### src/rtl/fb_text_pkg.sv
// Shared types and constants for the frame-buffer text writer.
package fb_text_pkg;

   typedef enum logic [2:0] {
      S_IDLE,
      S_READ,
      S_MERGE,
      S_WRITE,
      S_CLEAR
   } state_e;

   localparam logic [7:0] CH_NL       = 8'h0A;
   localparam logic [7:0] CH_CR       = 8'h0D;
   localparam logic [7:0] CH_BS       = 8'h08;
   localparam logic [7:0] CH_PRINT_LO = 8'h20;
   localparam logic [7:0] CH_PRINT_HI = 8'h7E;

   localparam int unsigned DEF_ADDR_WIDTH = 16;
   localparam logic [15:0] DEF_FB_BASE    = 16'h3000;
   localparam int unsigned DEF_ROW_STRIDE = 80;
   localparam int unsigned DEF_COLS       = 80;
   localparam int unsigned DEF_ROWS       = 60;
   localparam logic [7:0]  DEF_BLANK      = 8'h20;

   function automatic logic is_printable(input logic [7:0] c);
      return (c >= CH_PRINT_LO) && (c <= CH_PRINT_HI);
   endfunction

endpackage

### src/rtl/fb_cell_addr.sv
// Maps a glyph cell (row, col) to its frame-buffer word address and byte lane.
module fb_cell_addr
   import fb_text_pkg::*;
#(
   parameter int unsigned            ADDR_WIDTH = DEF_ADDR_WIDTH,
   parameter logic [ADDR_WIDTH-1:0]  FB_BASE    = DEF_FB_BASE,
   parameter int unsigned            ROW_STRIDE = DEF_ROW_STRIDE
) (
   input  logic [5:0]            row_i,
   input  logic [6:0]            col_i,
   output logic [ADDR_WIDTH-1:0] addr_o,
   output logic                  sel_lo_o
);

   // Two glyphs share a word; odd columns live in the low byte.
   always_comb begin
      addr_o   = FB_BASE
               + ADDR_WIDTH'(ROW_STRIDE) * ADDR_WIDTH'(row_i)
               + ADDR_WIDTH'(col_i[6:1]);
      sel_lo_o = col_i[0];
   end

endmodule

### src/rtl/fb_text_writer.sv
// Text-console writer: cursor tracking plus read-modify-write of glyph cells
// on the frame-buffer write port, with control codes and full-screen clear.
module fb_text_writer
   import fb_text_pkg::*;
#(
   parameter int unsigned            ADDR_WIDTH = DEF_ADDR_WIDTH,
   parameter logic [ADDR_WIDTH-1:0]  FB_BASE    = DEF_FB_BASE,
   parameter int unsigned            ROW_STRIDE = DEF_ROW_STRIDE,
   parameter int unsigned            COLS       = DEF_COLS,
   parameter int unsigned            ROWS       = DEF_ROWS,
   parameter logic [7:0]             BLANK      = DEF_BLANK
) (
   input  logic                  clk,
   input  logic                  reset,
   input  logic [7:0]            char_in,
   input  logic                  char_valid,
   output logic                  char_ready,
   input  logic                  clear_req,
   output logic [ADDR_WIDTH-1:0] mem_addr,
   output logic [15:0]           mem_wdata,
   output logic                  mem_we,
   input  logic [15:0]           mem_rdata,
   output logic [6:0]            cursor_col,
   output logic [5:0]            cursor_row,
   output logic                  busy
);

   localparam logic [6:0] LAST_COL  = 7'(COLS - 1);
   localparam logic [6:0] LAST_PAIR = 7'(COLS - 2);
   localparam logic [5:0] LAST_ROW  = 6'(ROWS - 1);

   state_e                  state_q;
   logic [6:0]              col_q;
   logic [5:0]              row_q;
   logic [7:0]              char_q;
   logic                    sel_lo_q;
   logic                    bs_q;
   logic [5:0]              clr_row_q;
   logic [6:0]              clr_col_q;
   logic                    mem_we_q;
   logic [ADDR_WIDTH-1:0]   mem_addr_q;
   logic [15:0]             mem_wdata_q;

   logic [5:0]              row_inc_d;
   logic [6:0]              col_adv_d;
   logic [5:0]              row_adv_d;
   logic [5:0]              clr_row_d;
   logic [6:0]              clr_col_d;
   logic                    clr_last;
   logic [5:0]              a_row;
   logic [6:0]              a_col;
   logic [ADDR_WIDTH-1:0]   cell_addr;
   logic                    cell_sel_lo;

   // Cursor/walker successor values and the shared address-unit input mux.
   always_comb begin
      row_inc_d = (row_q == LAST_ROW) ? '0 : row_q + 6'd1;
      if (col_q == LAST_COL) begin
         col_adv_d = '0;
         row_adv_d = row_inc_d;
      end else begin
         col_adv_d = col_q + 7'd1;
         row_adv_d = row_q;
      end
      clr_last = (clr_row_q == LAST_ROW) && (clr_col_q == LAST_PAIR);
      if (clr_col_q == LAST_PAIR) begin
         clr_col_d = '0;
         clr_row_d = clr_row_q + 6'd1;
      end else begin
         clr_col_d = clr_col_q + 7'd2;
         clr_row_d = clr_row_q;
      end
      a_row = row_q;
      a_col = col_q;
      if (state_q == S_CLEAR) begin
         a_row = clr_row_d;
         a_col = clr_col_d;
      end else if (char_in == CH_BS) begin
         a_col = col_q - 7'd1;
      end
   end

   fb_cell_addr #(
      .ADDR_WIDTH (ADDR_WIDTH),
      .FB_BASE    (FB_BASE),
      .ROW_STRIDE (ROW_STRIDE)
   ) u_cell_addr (
      .row_i    (a_row),
      .col_i    (a_col),
      .addr_o   (cell_addr),
      .sel_lo_o (cell_sel_lo)
   );

   // Main controller: char decode, RMW sequencing, clear walker, registered outputs.
   always_ff @(posedge clk) begin
      if (reset) begin
         state_q     <= S_IDLE;
         col_q       <= '0;
         row_q       <= '0;
         char_q      <= '0;
         sel_lo_q    <= 1'b0;
         bs_q        <= 1'b0;
         clr_row_q   <= '0;
         clr_col_q   <= '0;
         mem_we_q    <= 1'b0;
         mem_addr_q  <= FB_BASE;
         mem_wdata_q <= '0;
      end else begin
         case (state_q)
            S_IDLE: begin
               if (clear_req) begin
                  // First blank word is presented on entry so CLEAR writes every cycle.
                  mem_addr_q  <= FB_BASE;
                  mem_wdata_q <= {BLANK, BLANK};
                  mem_we_q    <= 1'b1;
                  clr_row_q   <= '0;
                  clr_col_q   <= '0;
                  state_q     <= S_CLEAR;
               end else if (char_valid) begin
                  if (is_printable(char_in)) begin
                     mem_addr_q <= cell_addr;
                     sel_lo_q   <= cell_sel_lo;
                     char_q     <= char_in;
                     bs_q       <= 1'b0;
                     state_q    <= S_READ;
                  end else if (char_in == CH_NL) begin
                     col_q <= '0;
                     row_q <= row_inc_d;
                  end else if (char_in == CH_CR) begin
                     col_q <= '0;
                  end else if (char_in == CH_BS && col_q != '0) begin
                     col_q      <= col_q - 7'd1;
                     mem_addr_q <= cell_addr;
                     sel_lo_q   <= cell_sel_lo;
                     char_q     <= BLANK;
                     bs_q       <= 1'b1;
                     state_q    <= S_READ;
                  end
               end
            end
            S_READ: begin
               mem_we_q <= 1'b0;
               state_q  <= S_MERGE;
            end
            S_MERGE: begin
               mem_wdata_q <= sel_lo_q ? {mem_rdata[15:8], char_q}
                                       : {char_q, mem_rdata[7:0]};
               mem_we_q    <= 1'b1;
               state_q     <= S_WRITE;
            end
            S_WRITE: begin
               mem_we_q <= 1'b0;
               if (!bs_q) begin
                  col_q <= col_adv_d;
                  row_q <= row_adv_d;
               end
               state_q <= S_IDLE;
            end
            S_CLEAR: begin
               if (clr_last) begin
                  mem_we_q <= 1'b0;
                  col_q    <= '0;
                  row_q    <= '0;
                  state_q  <= S_IDLE;
               end else begin
                  clr_row_q  <= clr_row_d;
                  clr_col_q  <= clr_col_d;
                  mem_addr_q <= cell_addr;
               end
            end
            default: begin
               mem_we_q <= 1'b0;
               state_q  <= S_IDLE;
            end
         endcase
      end
   end

   assign char_ready = (state_q == S_IDLE) && !clear_req;
   assign busy       = (state_q != S_IDLE);
   assign mem_addr   = mem_addr_q;
   assign mem_wdata  = mem_wdata_q;
   assign mem_we     = mem_we_q;
   assign cursor_col = col_q;
   assign cursor_row = row_q;

endmodule

### config.mk
export PLATFORM = sky130hd
export DESIGN_NAME = fb_text_writer
export DESIGN_NICKNAME = d
export VERILOG_FILES = /design/src/rtl/fb_text_pkg.sv /design/src/rtl/fb_cell_addr.sv /design/src/rtl/fb_text_writer.sv
export SDC_FILE = /design/constraint.sdc
export NUM_CORES = 1
export LEC_CHECK = 0
export ABC_AREA = 1
export CELL_PAD_IN_SITES_DETAIL_PLACEMENT = 0
export CELL_PAD_IN_SITES_GLOBAL_PLACEMENT = 1
export CORE_MARGIN = 1
export CORE_UTILIZATION = 40
export DETAILED_ROUTE_END_ITERATION = 7
export PLACE_DENSITY_LB_ADDON = 0.08
export SLEW_MARGIN = 15
export SYNTH_ARGS = -nofsm -noshare
export SYNTH_HDL_FRONTEND = slang
export SYNTH_SLANG_ARGS = --single-unit
### constraint.sdc
create_clock -name clk -period 6.75 [get_ports clk]
set_clock_uncertainty 0.05 [all_clocks]
set_input_delay 1.0125 -clock clk [delete_from_list [all_inputs] [get_ports clk]]
set_output_delay 1.0125 -clock clk [all_outputs]
set_load 0.005 [all_outputs]
-- After elaboration in Yosys (flattened, before gate mapping)
Cells that the tools add are included.
W data, S select, Z words.
- RAM bits: 0
- register bits: 72
- latch bits: 0
- memory bits (read-only): 0
- memories kept: 0
- multiplexer cells: 64
- $add $sub $neg: 7
- reduce and logical (&&, ||, !) cells: 20
- divide/modulo/power cells: 0
- multiply operators: 1
- bitwise operators: 1
- shift operators: 0
- magnitude comparators: 2
- equal/unequal tests: 27
- operators by type and width (kind ; number):
    $mux W16 ; 9
    $mux W7 ; 14
    $mux W6 ; 12
    $pmux W16 S2 ; 2
    $mux W8 ; 4
    $eq A8 B4 Y1 const B ; 3
    $ne A2 B2 Y1 const B ; 11
    $mux W3 ; 7
    $pmux W7 S3 ; 1
    $pmux W6 S3 ; 1
    $add A16 B6 Y16 ; 1
    $ne A4 B4 Y1 const B ; 4
    $add A14 B13 Y15 const A ; 1
    $eq A7 B7 Y1 const B ; 2
    $pmux W7 S2 ; 1
    $add A6 B1 Y6 const B ; 2
    $eq A6 B6 Y1 const B ; 2
    $pmux W3 S4 ; 1
    $pmux W6 S2 ; 1
    $reduce_and A6 Y1 ; 2
    $mux W1 ; 10
    $mul A3 B6 Y9 const A ; 1
    $ge A8 B6 Y1 const B ; 1
    $le A8 B7 Y1 const B ; 1
    other kinds (20) ; 28

-- Longest topological paths before layout
- depth in word-level cells: 13
- mapped depth: 21

-- Hierarchy
From an unflattened synthesis, not the netlist that was laid out.
- cells, all modules: 728
- area, all modules: 4640.7 sq um
- by module, submodules not included (module ; seq. area each (sq um) ; instances ; cells each ; area each (sq um)):
    fb_text_writer ; 1441.4 ; 1 ; 649 ; 4102.7
    fb_cell_addr ; 0.0 ; 1 ; 79 ; 538.0

-- Worst setup path after synthesis
No wires, ideal clock.
- path type: reg-to-reg
- start point: register state_q[1]
- end point: register mem_addr_q[13] (netlist: mem_addr[13])
- arrival: 3205 ps
- cell stages (with the launch flop): 21
- data required time: 6585 ps
- path buffers: 1
- period minus slack after synthesis: 3370 ps
- setup slack: 3380 ps
- cells stage by stage: dfxtp_1 inv_1 nand2_1 nor2_4 inv_1 clkbuf_1 nor2_1 o31ai_1 o21ai_0 ha_1 ha_1 inv_1 fa_1 nor2_1 nand2_1 or2_2 nand3b_1 nand2_1 nand2_1 nand2_1 nand2_1
- longest elaborated chain between the ends: 12
- RTL lines (element ; RTL line ; text):
    start, declared ; fb_text_writer.sv:32 ; state_e state_q;
    start signal, assigned ; fb_text_writer.sv:97 ; state_q <= S_IDLE;
    start signal, assigned ; fb_text_writer.sv:118 ; state_q <= S_CLEAR;
    start signal, assigned ; fb_text_writer.sv:125 ; state_q <= S_READ;
    $eq A3 B3 Y1 ; fb_text_writer.sv:75, fb_text_writer.sv:109 ;
    $mux W6 ; fb_text_writer.sv:75 ; if (state_q == S_CLEAR) begin
    $mul A3 B6 Y9 ; fb_cell_addr.sv:18 ; + ADDR_WIDTH'(ROW_STRIDE) * ADDR_WIDTH'(row_i)
    $add A14 B13 Y15 ; fb_cell_addr.sv:18 ;
    $add A16 B6 Y16 ; fb_cell_addr.sv:19 ; + ADDR_WIDTH'(col_i[6:1]);
    $mux W16 ; fb_text_writer.sv:131 ; end else if (char_in == CH_BS && col_q != '0) begin
    $mux W16 ; fb_text_writer.sv:129 ; end else if (char_in == CH_CR) begin
    $mux W16 ; fb_text_writer.sv:126 ; end else if (char_in == CH_NL) begin
    $mux W16 ; fb_text_writer.sv:120 ; if (is_printable(char_in)) begin
    $mux W16 ; fb_text_writer.sv:119 ; end else if (char_valid) begin
    $mux W16 ; fb_text_writer.sv:111 ; if (clear_req) begin
    $pmux W16 S2 ; fb_text_writer.sv:109 ; case (state_q)
    end signal, assigned ; fb_text_writer.sv:121 ; mem_addr_q <= cell_addr;
    end signal, assigned ; fb_text_writer.sv:133 ; mem_addr_q <= cell_addr;
    end signal, assigned ; fb_text_writer.sv:168 ; mem_addr_q <= cell_addr;
    end, declared ; fb_text_writer.sv:41 ; logic [ADDR_WIDTH-1:0] mem_addr_q;
Parallel ways exist; a longest one is shown, timed or not. The select of a mux whose other input is x is not followed.
A chain may end at the register's enable or synchronous reset.

-- Final worst setup path
Same ends and word-level chain as after synthesis.

==> results.txt <==
Nets: 700
Synth Area in Compound Gates: 16.2%
RSZ-0062 raised after global routing: false
largest net degree at the start of global routing: 51
ratio of cells with drive above 1 in the final layout: 8.65%
relative slew slack: 47.2%
Crit path buffers/inverters: 3
detailed placer's ending HPWL: 8290 um
critical path's slowest cell: fa_1
crit-path leading delay family: simple AND/OR/NAND/NOR gates
Worst Setup End Kind: register
CTS resizes: 0
most common cell in the synthesized netlist: nand2_1
1st-iter DRT viols: 174
multiplexer area fraction after synthesis: 3.50%
cell accounting for the most synthesized area: dfxtp_1
Required @ worst endpoint: 6910 ps
met2 usage: 33.4%
clk slew on worst S/H paths: 80 ps
Cells after Synth: 589
Synth Area in Adders: 5.79%
maximum clock path buffer count: 2
CTS Buf Count: 9
commonest cells in the netlist: 136 x nand2_1, 71 x dfxtp_1, 59 x inv_1
Post-CTS Hold Buffers: 0
Final Hold Vio Count: 0
per-cell routed wire length: 14.0 um
Synth Area in XOR/XNOR: 2.96%
fraction of registers with async set/reset: 0%
Yosys cell types: 47
Max IR drop VDD: 0.142 mV
CTS Sinks: 71
Routed Antenna Nets: 0
Slew @ Worst Pin: 790 ps
status: finished, final reports clean
Final setup viols: 0
Max Cap Viol: 0
mapped cell area: 0.00415 mm2
syn nets: 635
PortBufs: 74
top-area cell type share of the netlist area: 34.3%
root buf cell: clkbuf_8
overall routed net length: 11100 um
Core ar.: 0.00991 mm2
WS Path Type: register to register
placed insts: 776
first-pass GRT wire length: 18500 um
max incr delay on CP: 460 ps
Mean Syn Cell Area: 7.04 um2
CTS tree: done
All-Layer GR Usage: 21.1%
Via density: 5.06
largest family of logic cells by synthesized area: simple AND/OR/NAND/NOR gates
antenna cell count: 0
Die Span X: 104 um
final core utilization: 52.4%
Startpoint Class: register
Final Instance Count excl. Fillers: 792
sequential element share of the synthesized area: 34.3%
top post-synthesis cells by area: dfxtp_1 34%, nand2_1 12%, a21oi_1 6.5%
final slew viol count: 0
Crit path top cell by count: nand2_1
period utilization: 59.2%
Leak: 2.10 nW
Post CTS Setup Buffer Count: 0
initial core utilization: 41.9%
number of global-route vias before repair: 3801
f_max: 250 MHz
Pwr Density: 241 mW/mm2
Cell Rows: 36
Post-synth EDFFs: 0
area used by multi-input combinational logic: 0.00239 mm2
Die Area: 0.0108 mm2
critical path, cell by cell: inv_1 > nand2_1 > nor2_4 > inv_1 > nor2_1 > o31ai_1 > o21ai_0 > ha_1 > ha_1 > inv_1 > fa_1 > nor2_1 > nand2_1 > or2_2 > nand3b_1 > nand2_1 > nand2_1 > nand2_1 > nand2_1
Die Ht: 104 um
initial antenna violation count: 0
num ports: 76
H-Tree Depth: 3
predominant post-synthesis flop cell: dfxtp_1
Tmin final: 3990 ps
Register Area: 0.00142 mm2
Worst-Skew Late Latency: 350 ps
GR Overflow Total: 0
# DRC: 0
setup_tns: 0 ps
M1 GR Usage: 29.9%
simple-gate share of the synthesized area: 29.1%
drt pass-1 iters: 4
GR met3 Demand/Resource: 2.71%
Min-Delay Path Class: register to register
area grow syn2layout: 25.2%
Critical Path Fanout Max: 17
Synth Register Bits: 71
Yosys warning total: 0
total number of vias: 4005
fill count: 1024
GRT Max-Usage Layer: met2
GP Congestion: 0.903
Critical Path AT: 4150 ps
-- worst min-delay path, cell delays in order, from the launching register on --
cell and delay, ps:
dfxtp_1 310, inv_1 50, a211oi_1 50
-- area by class of cell --
class / instances / share of cell area [%]
inverter: 61 / 4.41
multi-input combinational: 436 / 46.0
clock buffer: 9 / 2.39
timing repair buffer: 75 / 14.3
sequential: 71 / 27.4
clock inverter: 7 / 2.31
tap: 133 / 3.20
-- placed cells by master (no fill, tap or decap), types with 2 or more instances in the layout --
| cell type | instances |
|---|---|
| nand2_2 | 5 |
| fa_1 | 2 |
| mux2_2 | 12 |
| nor3_1 | 9 |
| clkdlybuf4s50_1 | 73 |
| nand3_1 | 37 |
| o31ai_1 | 2 |
| bufinv_16 | 3 |
| o21ai_0 | 34 |
| xnor2_1 | 4 |
| nand3b_1 | 3 |
| nor2_2 | 3 |
| nor2_4 | 3 |
| o21ai_1 | 4 |
| nand2_1 | 136 |
| clkbuf_8 | 9 |
| a21oi_1 | 54 |
| ha_1 | 16 |
| a22oi_1 | 5 |
| o22ai_1 | 2 |
| a211oi_1 | 4 |
| xor2_1 | 10 |
| or2_2 | 5 |
| nand3_2 | 5 |
| dfxtp_1 | 71 |
| inv_1 | 59 |
| a31oi_1 | 8 |
| nand4_1 | 6 |
| nor2_1 | 53 |
-- final timing paths --
check,startpoint,to,slack (ps),cells after the start
setup / recovery,state_q[1],mem_addr[13],2760,19
hold / removal,mem_wdata[13],mem_wdata[13],410,2
setup reg to reg,state_q[1],mem_addr[13],2760,19
hold reg to reg,mem_wdata[13],mem_wdata[13],410,2
-- through the flow --
| stage | hold slack (ps) | cell area [um2] | setup slack [ps] | power, mW |
|---|---|---|---|---|
| 2_1_floorplan | 379 | 4150 | 3380 | 0.718 |
| 3_3_place_gp | 399 | 4950 | 2580 | 0.836 |
| 3_5_place_dp | 404 | 4950 | 2530 | 0.837 |
| 4_1_cts | 417 | 5190 | 2770 | 1.26 |
| 5_1_grt | 431 | 5190 | 2430 | 1.32 |
| 6_report | 412 | 5190 | 2760 | 1.25 |
-- registers in the layout, summed over array words and instances (netlist names) --
name        count
bs_q            1
cursor_col      7
mem_wdata      16
sel_lo_q        1
mem_we          1
clr_row_q       6
cursor_row      6
clr_col_q       7
char_q          8
state_q         3
mem_addr       15
-- logic make-up after synthesis --
family | count (synthesis)
simple gates | 270
compound gates | 120
buf+inv | 82
flops | 71
fa+ha+maj | 18
xor+xnor | 14
mux | 13
other cells | 1
-- where the power goes --
group	total [mW]	leakage, nW	internal [mW]	switching [mW]
Combinational	0.345	1.40	0.142	0.202
Sequential	0.483	0.576	0.450	0.0331
Clock	0.422	0.120	0.247	0.175
Total	1.25	2.10	0.839	0.410
-- layer usage --
metal	share of wire [%]	up-vias	routed length (um)
met3	3.4	14	374
met2	44	89	4900
met5	0	-	0
met4	1.3	0	142
li1	-	2082	-
met1	51	1820	5630
Power figures use the tool's default switching activity.
==> patch 1 (same settings) <==
Set the package constant `DEF_ADDR_WIDTH` to 17 (it was 16).
--- a/src/rtl/fb_text_pkg.sv
+++ b/src/rtl/fb_text_pkg.sv
@@ -15,7 +15,7 @@
    localparam logic [7:0] CH_PRINT_LO = 8'h20;
    localparam logic [7:0] CH_PRINT_HI = 8'h7E;
 
-   localparam int unsigned DEF_ADDR_WIDTH = 16;
+   localparam int unsigned DEF_ADDR_WIDTH = 17;
    localparam logic [15:0] DEF_FB_BASE    = 16'h3000;
    localparam int unsigned DEF_ROW_STRIDE = 80;
    localparam int unsigned DEF_COLS       = 80;
Ports: changed (resized mem_addr); port bits go from 76 to 77. The function was not compared with the original's and may differ.
==> patch 1 against the original RTL <==
Sequential power down 1%. First-iteration DRC count grew 0.57%. Sequential cell count unchanged. Wire length grew 0.47%. Via count up 2.2%. Cell area rose by 2.1%. Power shrank 1.7%. Global-route usage fell by 0.18 points. Critical path depth did not move. Non-clock buffer count rose by 1. Synthesized area increased by 1.9%. Synthesized cell count up 3.4%. Worst setup slack improved by 0.50 ns. Critical endpoint unchanged. Largest power group unchanged. Highest routed layer unchanged.
==> patch 1: results (changes against the original RTL) <==
stage,metric,value,unit,change
run_status,outcome,"finished, final reports clean",,
finish,nets,723,,+3.3%
yosys,cell_variety_after_synth,46,,-2.1%
finish,drive_gt1_share,8.651,%,about the same
route,drt.antenna.violating_nets,0,,unchanged
route,total_wire_length_after_detailed_routing,11.10,mm,+0.47%
worst_setup_path,slowest_delay,0.46,ns,about the same
clocking,h_tree_levels,3,,unchanged
clocking,clk_path_buf_depth,2,,unchanged
grt,gr-usage-all-layers,20.97,%,-0.18 points
grt,first_global_vias,3809,,+0.21%
yosys,synth_adder_area_share,5.682,%,-0.11 points
route,dr_total_vias,4093,,+2.2%
clocking,insertion_delay,0.34,ns,
route,drt_first_iter_violations,175,,+0.57%
power,power.leakage,2.148,nW,+2.3%
yosys,compound_gate_fraction_of_synth_area,15.86,%,-0.30 points
clocking,clkSlewWorstSetupHoldPaths,0.08,ns,about the same
clocking,cts-buffers-inserted,9,,unchanged
grt,grt_first_pass_wirelength,18.49,mm,-0.22%
placed_design,dpl.hpwl,8.296,mm,about the same
placed_design,dp.cells,802,,+3.4%
worst_setup_path,critical_path.top_delay_family,simple AND/OR/NAND/NOR gates,,
worst_setup_path,cp_max_fo,6,,-11
power,ir_worst_vdd,0.0001251,V,-12%
timing,worst_slew_pin_slew,1.140,ns,+0.3496 ns
route,drt_pass1_iterations,6,,+2
clocking,ctsRootBufferMaster,clkbuf_8,,
clocking,post_cts.resized_instances,0,,unchanged
placed_design,io_buffers,74,,unchanged
placed_design,gpl.final_weighted_congestion,0.8772,,-2.8%
yosys,average_cell_area_after_synthesis,6.942,um^2,-1.4%
worst_setup_path,critPathSlowestCell,fa_1,,
yosys,ys.flop_type,dfxtp_1,,
finish,final.fill_count,1050,,+2.5%
grt,pin_count_of_the_biggest_net_entering_global_routing,56,,+9.8%
placed_design,pre_cts_slack,2.999,ns,+0.4686 ns
clocking,cts_setup_buffers,0,,unchanged
yosys,seq_area_frac_synth,33.62,%,-0.64 points
yosys,synthesis.yosys.warnings,0,,unchanged
finish,number_of_flip_flops_under_the_largest_register_name,16,,unchanged
placed_design,place_area,5055,um^2,+2.1%
grt,antenna_found_initial,0,,unchanged
yosys,fraction_of_registers_with_async_set_or_reset_after_synthesis,0,%,unchanged
yosys,post_synth_most_frequent_cells,"150 x nand2_1, 71 x dfxtp_1, 67 x inv_1, 57 x a21oi_1, 51 x nor2_1",,
hold_path,hold_wc_path_type,reg2reg,,
finish,n_antenna_cell,0,,unchanged
route,detail_route.vias_per_cell,5.004,,-1.1%
yosys,synth_area_leaders,"dfxtp_1 34%, nand2_1 13%, a21oi_1 6.7%, inv_1 5.9%, ha_1 4.7%",,
yosys,synth_mux_area_share,3.196,%,-0.30 points
yosys,synth_xor_area_share,2.693,%,-0.26 points
## patch 1: cell types whose count changed in the layout (fill, tap and decap cells not counted), sizes merged, moves of 3 or more
cell    unedited run  this run
a31oi              8         4
a21oi             54        58
nand2            142       158
inv               61        69
or2                7         4
o22ai              2         5
nor4               1         4
clkinv             3         6
a22oi              5         0
## patch 1: cells by family after synthesis
family                     count (synthesis)
AOI/OAI and AO/OA                        118
xor gates and xnor gates                  13
adders and majority gates                 18
buffers and inverters                     91
DFF                                       71
muxes                                     12
other                                      1
and+or+nand+nor                          285
## patch 1: power breakdown
part / leakage, nW / internal, mW / switching [mW] / total, mW
combinational: 1.45 / 0.131 / 0.198 / 0.329
clock: 0.123 / 0.247 / 0.176 / 0.422
sequential: 0.576 / 0.447 / 0.0298 / 0.477
## patch 1: layout make-up
type,instances,area [um^2],area share (%)
Sequential cell,71,1421,26.82
Tap cell,136,170.2,3.211
Timing Repair Buffer,76,750.7,14.16
Clock buffer,9,123.9,2.337
Clock inverter,7,121.4,2.290
Multi-Input combinational cell,448,2445,46.13
Inverter,71,267.8,5.052
## patch 1: per-layer routing
layer,track usage (%),vias to the layer above,share of wire [%]
li1,-,2125,-
met1,29.10,1869,50
met2,32.92,92,46
met3,4.616,7,3.8
met4,5.030,0,0.68
met5,0,-,0
## patch 1: final timing paths
kind                             startpoint                         to  slack (ns)  depth (start not counted)
setup / recovery  clr_col_q[3]$_SDFFE_PP0P_  mem_addr[13]$_SDFFE_PP1P_        3.26                         19
hold / removal       char_q[7]$_SDFFE_PP0P_     char_q[7]$_SDFFE_PP0P_        0.41                          2
setup reg to reg  clr_col_q[3]$_SDFFE_PP0P_  mem_addr[13]$_SDFFE_PP1P_        3.26                         19
hold reg to reg      char_q[7]$_SDFFE_PP0P_     char_q[7]$_SDFFE_PP0P_        0.41                          2
==> patch 2 (config.mk and constraints unchanged) <==
Without the edit above. Encoding of `state_e`: now one-hot (5 bits for 5 states).
--- a/src/rtl/fb_text_pkg.sv
+++ b/src/rtl/fb_text_pkg.sv
@@ -1,12 +1,12 @@
 // Shared types and constants for the frame-buffer text writer.
 package fb_text_pkg;
 
-   typedef enum logic [2:0] {
-      S_IDLE,
-      S_READ,
-      S_MERGE,
-      S_WRITE,
-      S_CLEAR
+   typedef enum logic [4:0] {
+      S_IDLE  = 5'b00001,
+      S_READ  = 5'b00010,
+      S_MERGE = 5'b00100,
+      S_WRITE = 5'b01000,
+      S_CLEAR = 5'b10000
    } state_e;
 
    localparam logic [7:0] CH_NL       = 8'h0A;
Formal check against the unedited RTL: same outputs for any inputs over 4 cycles, from zero or initial values and one cycle with reset high; so few cycles prove little.
==> patch 2 against the original RTL <==
Synthesized area rose by 3.9%. Sequential cell count up 2. Wire length up 6.0%. Power down 19%. Worst setup slack better by 0.13 ns. Combinational power is 41% lower. Cell area grew 2.2%. Largest cell class unchanged. Highest routed layer unchanged.
==> patch 2: results (changes against the original RTL) <==
stage,metric,value,unit,change
run_status,outcome,"finished, final reports clean",,
clocking,clk_path_buf_depth,2,,unchanged
worst_setup_path,cp.arrival,4.06,ns,-0.09 ns
route,drt_first_iter_violations,275,,+58%
finish,number_of_flip_flops_under_the_largest_register_name,16,,unchanged
yosys,ys.flop_type,dfxtp_1,,
power,ir_worst_vdd,0.0001052,V,-26%
placed_design,place_area,5124,um^2,+3.5%
clocking,clkSlewWorstSetupHoldPaths,0.09,ns,
worst_setup_path,slowest_delay,0.55,ns,+0.09 ns
yosys,post_synth_most_frequent_cells,"193 x nand2_1, 73 x dfxtp_1, 63 x inv_1, 58 x a21oi_1, 49 x nor2_1",,
route,drt_pass1_iterations,4,,unchanged
yosys,seq_area_frac_synth,33.91,%,-0.34 points
finish,nets,753,,+7.6%
timing,worst_slew_pin_slew,1.004,ns,+0.2136 ns
grt,gr-usage-all-layers,21.75,%,+0.60 points
yosys,synth.net_count,689,,+8.5%
yosys,compound_gate_fraction_of_synth_area,14.69,%,-1.5 points
finish,drive_gt1_share,7.032,%,-1.6 points
hold_path,hold_wc_path_type,reg2reg,,
yosys,synthesis.yosys.warnings,0,,unchanged
clocking,insertion_delay,0.35,ns,about the same
clocking,cts-buffers-inserted,9,,unchanged
finish,n_antenna_cell,0,,unchanged
yosys,synth_area_leaders,"dfxtp_1 34%, nand2_1 17%, a21oi_1 6.7%, inv_1 5.5%, ha_1 4.6%",,
placed_design,dpl.hpwl,8.802,mm,+6.1%
worst_setup_path,cp_max_fo,11,,-6
route,detail_route.vias_per_cell,5.005,,-1.0%
route,detail_route.wl_per_cell,13.83,um,-0.85%
yosys,synth_xor_area_share,2.642,%,-0.31 points
clocking,ctsRootBufferMaster,clkbuf_8,,
clocking,cts_setup_buffers,0,,unchanged
placed_design,gpl.final_weighted_congestion,0.8453,,-6.3%
placed_design,pre_cts_slack,2.536,ns,+0.005490 ns
grt,antenna_found_initial,0,,unchanged
yosys,fraction_of_registers_with_async_set_or_reset_after_synthesis,0,%,unchanged
grt,first_global_vias,3955,,+4.1%
clocking,h_tree_levels,3,,unchanged
placed_design,io_buffers,74,,unchanged
yosys,synth_adder_area_share,5.575,%,-0.22 points
yosys,synth_mux_area_share,0,%,-3.5 points
worst_setup_path,critPathSlowestCell,nor2_1,,
power,net_switching,0.3172,mW,-23%
grt,grt_first_pass_wirelength,19.40,mm,+4.7%
grt,grt_remaining_overflow,0,,unchanged
grt,pin_count_of_the_biggest_net_entering_global_routing,54,,+5.9%
yosys,cell_variety_after_synth,45,,-4.3%
finish,final.fill_count,1083,,+5.8%
power,power.sequential.fraction,45.9,%,+7.2 points
clocking,post_cts.resized_instances,0,,unchanged
power,power.leakage,2.147,nW,+2.2%
-- patch 2: cell types whose count changed in the layout (fill, tap and decap cells not counted), moves of 5 or more --
cell     before  now
o21ai_0      34   39
mux2_2       12    0
nand2_1     136  193
a22oi_1       5    0
-- patch 2: layout make-up --
class / instances / area share, %
well taps: 136 / 3.205
multi-input cells: 480 / 46.90
clock buffers: 10 / 2.404
clock inverters: 5 / 1.084
repair buffers: 75 / 14.00
inverters: 68 / 4.879
flip-flops and latches: 73 / 27.53
-- patch 2: worst max-delay path: cells and delay by family --
kind                     cells  cell delay [ns]
AND/OR/NAND/NOR             13             1.58
buffers and inverters        2             0.55
AO/OA/AOI/OAI                2             0.47
adder cells (fa/ha/maj)      2             0.44
-- patch 2: kinds of logic (layout without fill, tap and decap cells) --
kind of cell / Yosys count / after routing
AND/OR/NAND/NOR: 331 / 331
AO/OA/AOI/OAI: 117 / 117
buffers and inverters: 90 / 158
flip-flops: 73 / 73
adder cells (fa/ha/maj): 18 / 18
XOR/XNOR: 13 / 13
other: 1 / 1
-- patch 2: path summary, 6_finish.rpt --
| kind | startpoint | to | slack [ns] | cells past startpoint |
|---|---|---|---|---|
| worst max-delay path | char_in[0] | mem_addr[12]$_SDFFE_PP1P_ | 2.88 | 19 |
| worst min-delay path | mem_wdata[12]$_SDFFE_PP0P_ | mem_wdata[12]$_SDFFE_PP0P_ | 0.41 | 2 |
| worst max register to register | state_q[0]$_SDFFE_PP1P_ | mem_addr[13]$_SDFFE_PP1P_ | 2.99 | 16 |
| worst min register to register | mem_wdata[12]$_SDFFE_PP0P_ | mem_wdata[12]$_SDFFE_PP0P_ | 0.41 | 2 |
-- patch 2: through the flow --
| stage | std cells | util [%] |
|---|---|---|
| 3_5_place_dp | 832 | 49.41 |
| 6_report | 847 | 51.19 |
| 5_1_grt | 847 | 51.19 |
| 2_1_floorplan | 643 | - |
| 3_3_place_gp | 832 | 49.41 |
| 4_1_cts | 847 | 51.19 |
-- patch 2: metal layers --
metal	track usage, %	wire length [um]
met5	0	0
met4	7.044	131
met3	3.154	518
met2	33.29	5273
met1	31.20	5794
-- patch 2: power by group through the flow --
stage	Clock (mW)	Combinational [mW]	Sequential [mW]
2_1_floorplan	0	0.135	0.470
3_3_place_gp	0	0.203	0.475
3_5_place_dp	0	0.204	0.475
4_1_cts	0.349	0.205	0.465
5_1_grt	0.371	0.227	0.468
6_report	0.343	0.205	0.465
